File: src/rtl/blkmv_pkg.sv
// Shared types and constants for the block copy/fill engine.
package blkmv_pkg;

    typedef enum logic [2:0] {
        IDLE,
        COPY_RD,
        COPY_WR,
        FILL,
        DONE
    } blkmv_state_t;

    localparam logic OP_COPY = 1'b0;
    localparam logic OP_FILL = 1'b1;

endpackage

File: src/rtl/mem_block_mover_if.sv
// Control, core-side and memory-side bundle of mem_block_mover.
// SNACKS_BLKMV_CSUM_EN adds the Csum signal.
interface mem_block_mover_if #(
    parameter int AW = 8
);
    logic          Start;
    logic          Op;
    logic [AW-1:0] SrcAddr;
    logic [AW-1:0] DstAddr;
    logic [AW:0]   Len;
    logic [7:0]    FillVal;
    logic [AW-1:0] CpuAddress;
    logic          CpuWriteMem;
    logic [7:0]    CpuDataIn;
    logic [7:0]    CpuDataOut;
    logic [AW-1:0] MemAddress;
    logic          MemWriteMem;
    logic [7:0]    MemDataIn;
    logic [7:0]    MemDataOut;
    logic          Busy;
    logic          Done;
`ifdef SNACKS_BLKMV_CSUM_EN
    logic [7:0]    Csum;
`endif

    modport slave (
`ifdef SNACKS_BLKMV_CSUM_EN
        output Csum,
`endif
        input  Start, Op, SrcAddr, DstAddr,
        input  Len, FillVal,
        input  CpuAddress, CpuWriteMem, CpuDataIn,
        input  MemDataOut,
        output CpuDataOut, MemAddress,
        output MemWriteMem, MemDataIn,
        output Busy, Done
    );

    modport master (
`ifdef SNACKS_BLKMV_CSUM_EN
        input  Csum,
`endif
        output Start, Op, SrcAddr, DstAddr,
        output Len, FillVal,
        output CpuAddress, CpuWriteMem, CpuDataIn,
        output MemDataOut,
        input  CpuDataOut, MemAddress,
        input  MemWriteMem, MemDataIn,
        input  Busy, Done
    );

endinterface

File: src/rtl/mem_block_mover.sv
// memcpy/memset engine in front of the data memory port.
// SNACKS_BLKMV_CSUM_EN adds a running sum of written bytes on Csum.
module mem_block_mover #(
    parameter int AW = 8
) (
    input logic              CLK,
    input logic              ResetN,
    mem_block_mover_if.slave bus
);
    import blkmv_pkg::*;

    localparam logic [AW:0] CntOne = {{AW{1'b0}}, 1'b1};

    blkmv_state_t  state_q;
    logic [AW-1:0] src_q;
    logic [AW-1:0] dst_q;
    logic [AW:0]   cnt_q;
    logic [7:0]    fill_q;
    logic [7:0]    buf_q;
`ifdef SNACKS_BLKMV_CSUM_EN
    logic [7:0]    csum_q;
`endif

    logic [AW-1:0] addr_d;
    logic          we_d;
    logic [7:0]    din_d;

    always_comb begin
        addr_d = bus.CpuAddress;
        we_d   = bus.CpuWriteMem;
        din_d  = bus.CpuDataIn;
        unique case (state_q)
            COPY_RD: begin
                addr_d = src_q;
                we_d   = 1'b0;
                din_d  = buf_q;
            end
            COPY_WR: begin
                addr_d = dst_q;
                we_d   = 1'b1;
                din_d  = buf_q;
            end
            FILL: begin
                addr_d = dst_q;
                we_d   = 1'b1;
                din_d  = fill_q;
            end
            default: ;
        endcase
    end

    assign bus.MemAddress  = addr_d;
    assign bus.MemWriteMem = we_d;
    assign bus.MemDataIn   = din_d;
    assign bus.CpuDataOut  = bus.MemDataOut;
    assign bus.Busy = (state_q == COPY_RD) ||
                      (state_q == COPY_WR) ||
                      (state_q == FILL);
    assign bus.Done = (state_q == DONE);
`ifdef SNACKS_BLKMV_CSUM_EN
    assign bus.Csum = csum_q;
`endif

    always_ff @(posedge CLK) begin
        if (!ResetN) begin
            state_q <= IDLE;
            src_q   <= '0;
            dst_q   <= '0;
            cnt_q   <= '0;
            fill_q  <= '0;
            buf_q   <= '0;
`ifdef SNACKS_BLKMV_CSUM_EN
            csum_q  <= '0;
`endif
        end else begin
            unique case (state_q)
                IDLE: begin
                    if (bus.Start) begin
                        src_q  <= bus.SrcAddr;
                        dst_q  <= bus.DstAddr;
                        cnt_q  <= bus.Len;
                        fill_q <= bus.FillVal;
`ifdef SNACKS_BLKMV_CSUM_EN
                        csum_q <= '0;
`endif
                        if (bus.Len == '0)
                            state_q <= DONE;
                        else if (bus.Op == OP_FILL)
                            state_q <= FILL;
                        else
                            state_q <= COPY_RD;
                    end
                end
                COPY_RD: begin
                    buf_q   <= bus.MemDataOut;
                    state_q <= COPY_WR;
                end
                COPY_WR: begin
                    src_q <= src_q + 1'b1;
                    dst_q <= dst_q + 1'b1;
                    cnt_q <= cnt_q - 1'b1;
`ifdef SNACKS_BLKMV_CSUM_EN
                    csum_q <= csum_q + buf_q;
`endif
                    state_q <= (cnt_q == CntOne) ? DONE : COPY_RD;
                end
                FILL: begin
                    dst_q <= dst_q + 1'b1;
                    cnt_q <= cnt_q - 1'b1;
`ifdef SNACKS_BLKMV_CSUM_EN
                    csum_q <= csum_q + fill_q;
`endif
                    state_q <= (cnt_q == CntOne) ? DONE : FILL;
                end
                DONE: state_q <= IDLE;
                default: state_q <= IDLE;
            endcase
        end
    end

endmodule

File: src/flat_wrapper.sv
// flat-port wrapper written by rule: the top's interface ports become plain ports
module mem_block_mover_flat import blkmv_pkg::*;
#(
    parameter int AW = 8
)
  (CLK, ResetN, bus_Start, bus_Op, bus_SrcAddr, bus_DstAddr, bus_Len, bus_FillVal, bus_CpuAddress, bus_CpuWriteMem, bus_CpuDataIn, bus_MemDataOut, bus_CpuDataOut, bus_MemAddress, bus_MemWriteMem, bus_MemDataIn, bus_Busy, bus_Done);
  mem_block_mover_if #(.AW(AW)) bus_i ();
  input logic CLK;
  input logic ResetN;
  input wire logic [$bits(bus_i.Start)-1:0] bus_Start;
  input wire logic [$bits(bus_i.Op)-1:0] bus_Op;
  input wire logic [$bits(bus_i.SrcAddr)-1:0] bus_SrcAddr;
  input wire logic [$bits(bus_i.DstAddr)-1:0] bus_DstAddr;
  input wire logic [$bits(bus_i.Len)-1:0] bus_Len;
  input wire logic [$bits(bus_i.FillVal)-1:0] bus_FillVal;
  input wire logic [$bits(bus_i.CpuAddress)-1:0] bus_CpuAddress;
  input wire logic [$bits(bus_i.CpuWriteMem)-1:0] bus_CpuWriteMem;
  input wire logic [$bits(bus_i.CpuDataIn)-1:0] bus_CpuDataIn;
  input wire logic [$bits(bus_i.MemDataOut)-1:0] bus_MemDataOut;
  output wire logic [$bits(bus_i.CpuDataOut)-1:0] bus_CpuDataOut;
  output wire logic [$bits(bus_i.MemAddress)-1:0] bus_MemAddress;
  output wire logic [$bits(bus_i.MemWriteMem)-1:0] bus_MemWriteMem;
  output wire logic [$bits(bus_i.MemDataIn)-1:0] bus_MemDataIn;
  output wire logic [$bits(bus_i.Busy)-1:0] bus_Busy;
  output wire logic [$bits(bus_i.Done)-1:0] bus_Done;
  assign bus_i.Start = bus_Start;
  assign bus_i.Op = bus_Op;
  assign bus_i.SrcAddr = bus_SrcAddr;
  assign bus_i.DstAddr = bus_DstAddr;
  assign bus_i.Len = bus_Len;
  assign bus_i.FillVal = bus_FillVal;
  assign bus_i.CpuAddress = bus_CpuAddress;
  assign bus_i.CpuWriteMem = bus_CpuWriteMem;
  assign bus_i.CpuDataIn = bus_CpuDataIn;
  assign bus_i.MemDataOut = bus_MemDataOut;
  assign bus_CpuDataOut = bus_i.CpuDataOut;
  assign bus_MemAddress = bus_i.MemAddress;
  assign bus_MemWriteMem = bus_i.MemWriteMem;
  assign bus_MemDataIn = bus_i.MemDataIn;
  assign bus_Busy = bus_i.Busy;
  assign bus_Done = bus_i.Done;
  mem_block_mover #(.AW(AW)) u_core (.CLK(CLK), .ResetN(ResetN), .bus(bus_i));
endmodule
File: config.mk
export PLATFORM = sky130hd
export DESIGN_NAME = mem_block_mover_flat
export DESIGN_NICKNAME = d
export VERILOG_FILES = /design/src/rtl/blkmv_pkg.sv /design/src/rtl/mem_block_mover_if.sv /design/src/rtl/mem_block_mover.sv /design/src/flat_wrapper.sv
export SDC_FILE = /design/constraint.sdc
export NUM_CORES = 1
export LEC_CHECK = 0
export ABC_AREA = 1
export BUFFER_PORTS_ARGS = -buffer_cell sky130_fd_sc_hd__buf_2
export CAP_MARGIN = 20
export CORE_UTILIZATION = 46
export DETAILED_ROUTE_END_ITERATION = 10
export PLACE_DENSITY = 0.82
export SLEW_MARGIN = 20
export SYNTH_ARGS = -nofsm -noshare
export SYNTH_HDL_FRONTEND = slang
export SYNTH_SLANG_ARGS = --single-unit
File: constraint.sdc
create_clock -name CLK -period 1.25 [get_ports CLK]
set_clock_uncertainty 0.05 [all_clocks]
set_input_delay 0.25 -clock CLK [delete_from_list [all_inputs] [get_ports CLK]]
set_output_delay 0.25 -clock CLK [all_outputs]
set_load 0.02 [all_outputs]
# After elaboration in Yosys (flattened, before gate mapping)
# Index checks and enable logic that the tools add are counted.
[classes]
n_addsub = 3
eq_ne = 6
n_mux = 15
reduce_logical = 11
[ops]
columns = ["op", "count"]
rows = [
  ["8-bit case mux with 2 select lines", 4],
  ["9-bit case mux with 2 select lines", 1],
  ["8-bit by 1-bit adder with 8-bit output, second input constant", 2],
  ["8-bit 2-to-1 mux", 2],
  ["3-bit 2-to-1 mux", 4],
  ["3-bit case mux with 4 select lines", 1],
  ["9-bit by 1-bit == test with 1-bit output, second input constant", 1],
  ["9-bit logical NOT", 1],
  ["9-bit 2-to-1 mux", 1],
  ["9-bit by 1-bit subtractor with 9-bit output, second input constant", 1],
  ["3-bit by 2-bit == test with 1-bit output, second input constant", 2],
  ["2-bit AND reduction", 3],
  ["2-bit nonzero test", 2],
  ["2-bit OR reduction", 2],
  ["3-bit by 1-bit == test with 1-bit output, second input constant", 1],
  ["3-bit == test, second input constant", 1],
  ["3-bit logical NOT", 1],
  ["1-bit logical OR", 2],
  ["2-bit 2-to-1 mux", 1],
  ["2-bit != test, second input constant", 1],
  ["1-bit case mux with 2 select lines", 1],
]
[word_totals]
regBits = 44
in_bits = 62

# Logic depth before layout (Yosys ltp)
[logic_depth]
ltp_word = 4
depth_mapped = 10
ltp_nobuf = 9

# Worst setup path after synthesis
# OpenSTA, ideal clock, no wires.
[synth_timing]
kind = "reg-to-output"
start = "register u_core.state_q[0]"
end = "output bus_MemAddress[3]"
t_arrival_ns = 1.410
setup_slack_ns = -0.460
path_stages_with_launch = 7
n_path_buf = 1
path_cell_list = "dfxtp_1 -> nor2_1 -> nor2_1 -> inv_2 -> buf_2 -> nand2_1 -> o221ai_1"
[synth_between]
elab_chain_len = 3
word_cells_on_any_way = 5
classes_between = "3 x eq/ne; 1 x mux; 1 x reduce/logical"
[synth_rtl]
columns = ["element", "line", "text"]
rows = [
  ["start, declared", "mem_block_mover.sv:14", "blkmv_state_t state_q;"],
  ["start signal, assigned", "mem_block_mover.sv:105", "state_q <= (cnt_q == CntOne) ? DONE : COPY_RD;"],
  ["start signal, assigned", "mem_block_mover.sv:113", "state_q <= (cnt_q == CntOne) ? DONE : FILL;"],
  ["3-bit by 2-bit == test with 1-bit output", "mem_block_mover.sv:32", "unique case (state_q)"],
  ["2-bit OR reduction (no source line)", "--", ""],
  ["8-bit case mux with 2 select lines *", "mem_block_mover.sv:32", ""],
  ["end, declared", "flat_wrapper.sv:21", "output wire logic [$bits(bus_i.MemAddress)-1:0] bus_MemAddress;"],
]
# Mark *: on every way between the ends. The rest lies on a longest branch, timed or not.

# Worst setup path in the final report
[layout_timing]
start = "register u_core.state_q[2]"
end = "output bus_MemAddress[3]"
# The elaborated chain is that of the path after synthesis.

==> impl_metrics.ini <==
[outcome]
outcome = finished with violations
violations = setup timing

[floorplan]
start_util = 0.481
die_w_um = 78.1
die_h_um = 78.1
boundaryPins = 89
core-area_um2 = 5540
rows = 27
dieArea_um2 = 6100

[placement]
hpwl_mm = 6.22
port_buffers = 88
gp_congestion = 0.913
dp_slack_ns = -0.217
dp.cells = 587

[power]
power_frac_clock = 0.183
p_int_w = 0.00370
ir_worst_vdd_uv = 834
power.leakage_nw = 2.02
p_sw_frac = 0.435
p_switching_w = 0.00285
power.total_w = 0.00655
seq_power_share = 0.281
p_per_area_nw_per_um2 = 1460
p_comb_frac = 0.536

[clock_network]
clk_path_buf_depth = 2
tritoncts = built
clk_latency_ns = 0.33
cts_inserted_buffers = 5
clk_pin_slew_ns = 0.09
h-tree-depth = 2
ctsRootBufferMaster = clkbuf_8
clock_sinks = 44

[global_routing]
grt_max_degree = 19
antenna_found_initial = 0
grt_pass1_vias = 3535
grt_first_pass_wirelength_mm = 17.2
grtUsageTotal = 0.368
gr-total-overflow = 0

[synth]
syn_avg_cell_area_um2 = 6.59
netlist_area_um2 = 2660
async_flop_share = 0
yosysWarnings = 0
synth_area_leaders = dfxtp_1 33%, nand2_1 13%, inv_1 7.0%
synth_nets = 470
synth_top_area_cell = dfxtp_1
synth_edf_count = 0
ys_seq_area_frac = 0.331
synth_cell_type_count = 30
synth_top_area_share = 0.331
ys_ff_latch = 44
synth_ff_type = dfxtp_1
netlist_instances = 404

[final_layout]
final_cells = 610
nets = 603
syn_to_final_growth_pct = 69.0
num_antenna_cells = 0
final.fill_count = 296
drive_above_1_share = 0.532
final_cell_mix = 69 x buf_2, 60 x nand2_1, 48 x inv_1
final_common_cell = buf_2

[timing]
max_freq_ghz = 0.546
hold_viol = 0
slew_headroom = 0.684
period_minus_slack_ns = 1.83
hold_slack_ns = 0.130
setup-tns-final_ns = -16.78
worst_slack_ns = -0.582
min_period_over_period = 1.47
setup_viol = 56
tightest_slew_ns = 0.470
drv_slew = 0
rsz0062_at_grt = yes

[setup_path]
cp_max_fo = 9
path_cells = buf_6, nor2_4, inv_4, buf_12, nand2_2, o221ai_2, buf_4
worstPathArrival_ns = 1.53
required_ns = 0.95
worst_setup_path_end_kind = primary output
max_stage_delay_ns = 0.39
ff2ff_path_depth = 7
slowest_stage = dfxtp_4
critPathLaunch = u_core.state_q[2]
timing.rr.start = u_core.dst_q[0]
start_kind = flop
criticalPathCategory = reg -> out

[route]
routedWlPerCell_um = 21.5
drc = 0
vias = 3846
drt_pass1_iterations = 7
ant_nets = 0
dr.first_iter.drc_count = 509
postRouteWirelength_mm = 13.1
vias_per_cell = 6.30

[hold_path]
holdPathStages = 3
hold_path_class = in -> reg
hold_path.startpoint = bus_SrcAddr[1]

[flow_run]
drv_cap = 0
-- timing repair --
item / in CTS / in global routing
gates resized for setup: 120 / 81
hold buffers: 0 / 0
setup endpoints to repair: 53 / 63
buffers inserted: 10 / 9
pin swaps: 20 / 32
gates cloned: 2 / 1
-- critical path: cells and delay by family, from the launching register on --
kind | cells | cell delay [ns]
compound gates | 1 | 0.10
buf+inv | 4 | 0.53
flops | 1 | 0.39
simple gates | 2 | 0.19
-- sequential cells by signal, summed over array words and instances, names as in the netlist --
name	flops
u_core.cnt_q	9
u_core.buf_q	8
u_core.dst_q	8
u_core.fill_q	8
u_core.src_q	8
u_core.state_q	3
-- final timing paths --
check                      end  slack (ns)
min            u_core.src_q[1]        0.13
max reg2reg    u_core.dst_q[6]       -0.34
max          bus_MemAddress[3]       -0.58
min reg2reg   u_core.fill_q[0]        0.46
-- routing by layer --
| layer | vias up | GRT usage | wire, um |
|---|---|---|---|
| met2 | 402 | 0.628 | 5870 |
| met1 | 1729 | 0.420 | 4480 |
| met4 | 0 | 0.219 | 1170 |
| met3 | 130 | 0.0791 | 1610 |
| met5 | - | 0 | 0 |
| li1 | 1585 | - | - |
-- through the flow --
stage,area [um2],util
after floorplan,2850,-
after global placement,3570,0.645
after detailed placement,3570,0.645
after CTS,4190,0.757
after global routing,4500,0.813
final,4500,0.813
-- Yosys cell counts, types with 3 or more instances --
library cell	count
clkbuf_1	5
nor2_2	3
o21ai_1	5
nand2_1	90
inv_1	50
dfxtp_1	44
a31oi_1	3
buf_4	11
buf_2	4
a21oi_1	35
buf_6	4
nand3_1	33
a211oi_1	4
o221ai_1	12
xor2_1	4
o21ai_0	34
ha_1	4
inv_2	6
nor2_1	35
-- power groups by stage --
stage                     combinational [W]  sequential (W)  clock (W)
after global placement              0.00220         0.00178          0
after detailed placement            0.00225         0.00179          0
after CTS                           0.00286         0.00178    0.00116
after global routing                0.00366         0.00184    0.00123
final                               0.00352         0.00184    0.00120
after floorplan                     0.00150         0.00178          0
-- cell families (layout without fill, tap and decap cells) --
| family | Yosys count | in the layout | share of synthesized area |
|---|---|---|---|
| AOI/OAI and AO/OA | 99 | 99 | 0.215 |
| xor gates and xnor gates | 4 | 4 | 0.0132 |
| adders and majority gates | 4 | 4 | 0.0188 |
| buffers and inverters | 80 | 213 | 0.141 |
| DFF | 44 | 44 | 0.331 |
| muxes | 1 | 1 | 0.00376 |
| and+or+nand+nor | 172 | 173 | 0.278 |
-- cell type report --
cell class,count,area [um2],area share
tap,72,90.1,0.0200
sequential,44,895,0.199
timing repair buffer,149,1160,0.257
inverter,56,228,0.0506
clock inverter,3,46.3,0.0103
clock buffer,5,68.8,0.0153
multi-input combinational,281,2020,0.448
(Power assumes the default switching activity.)
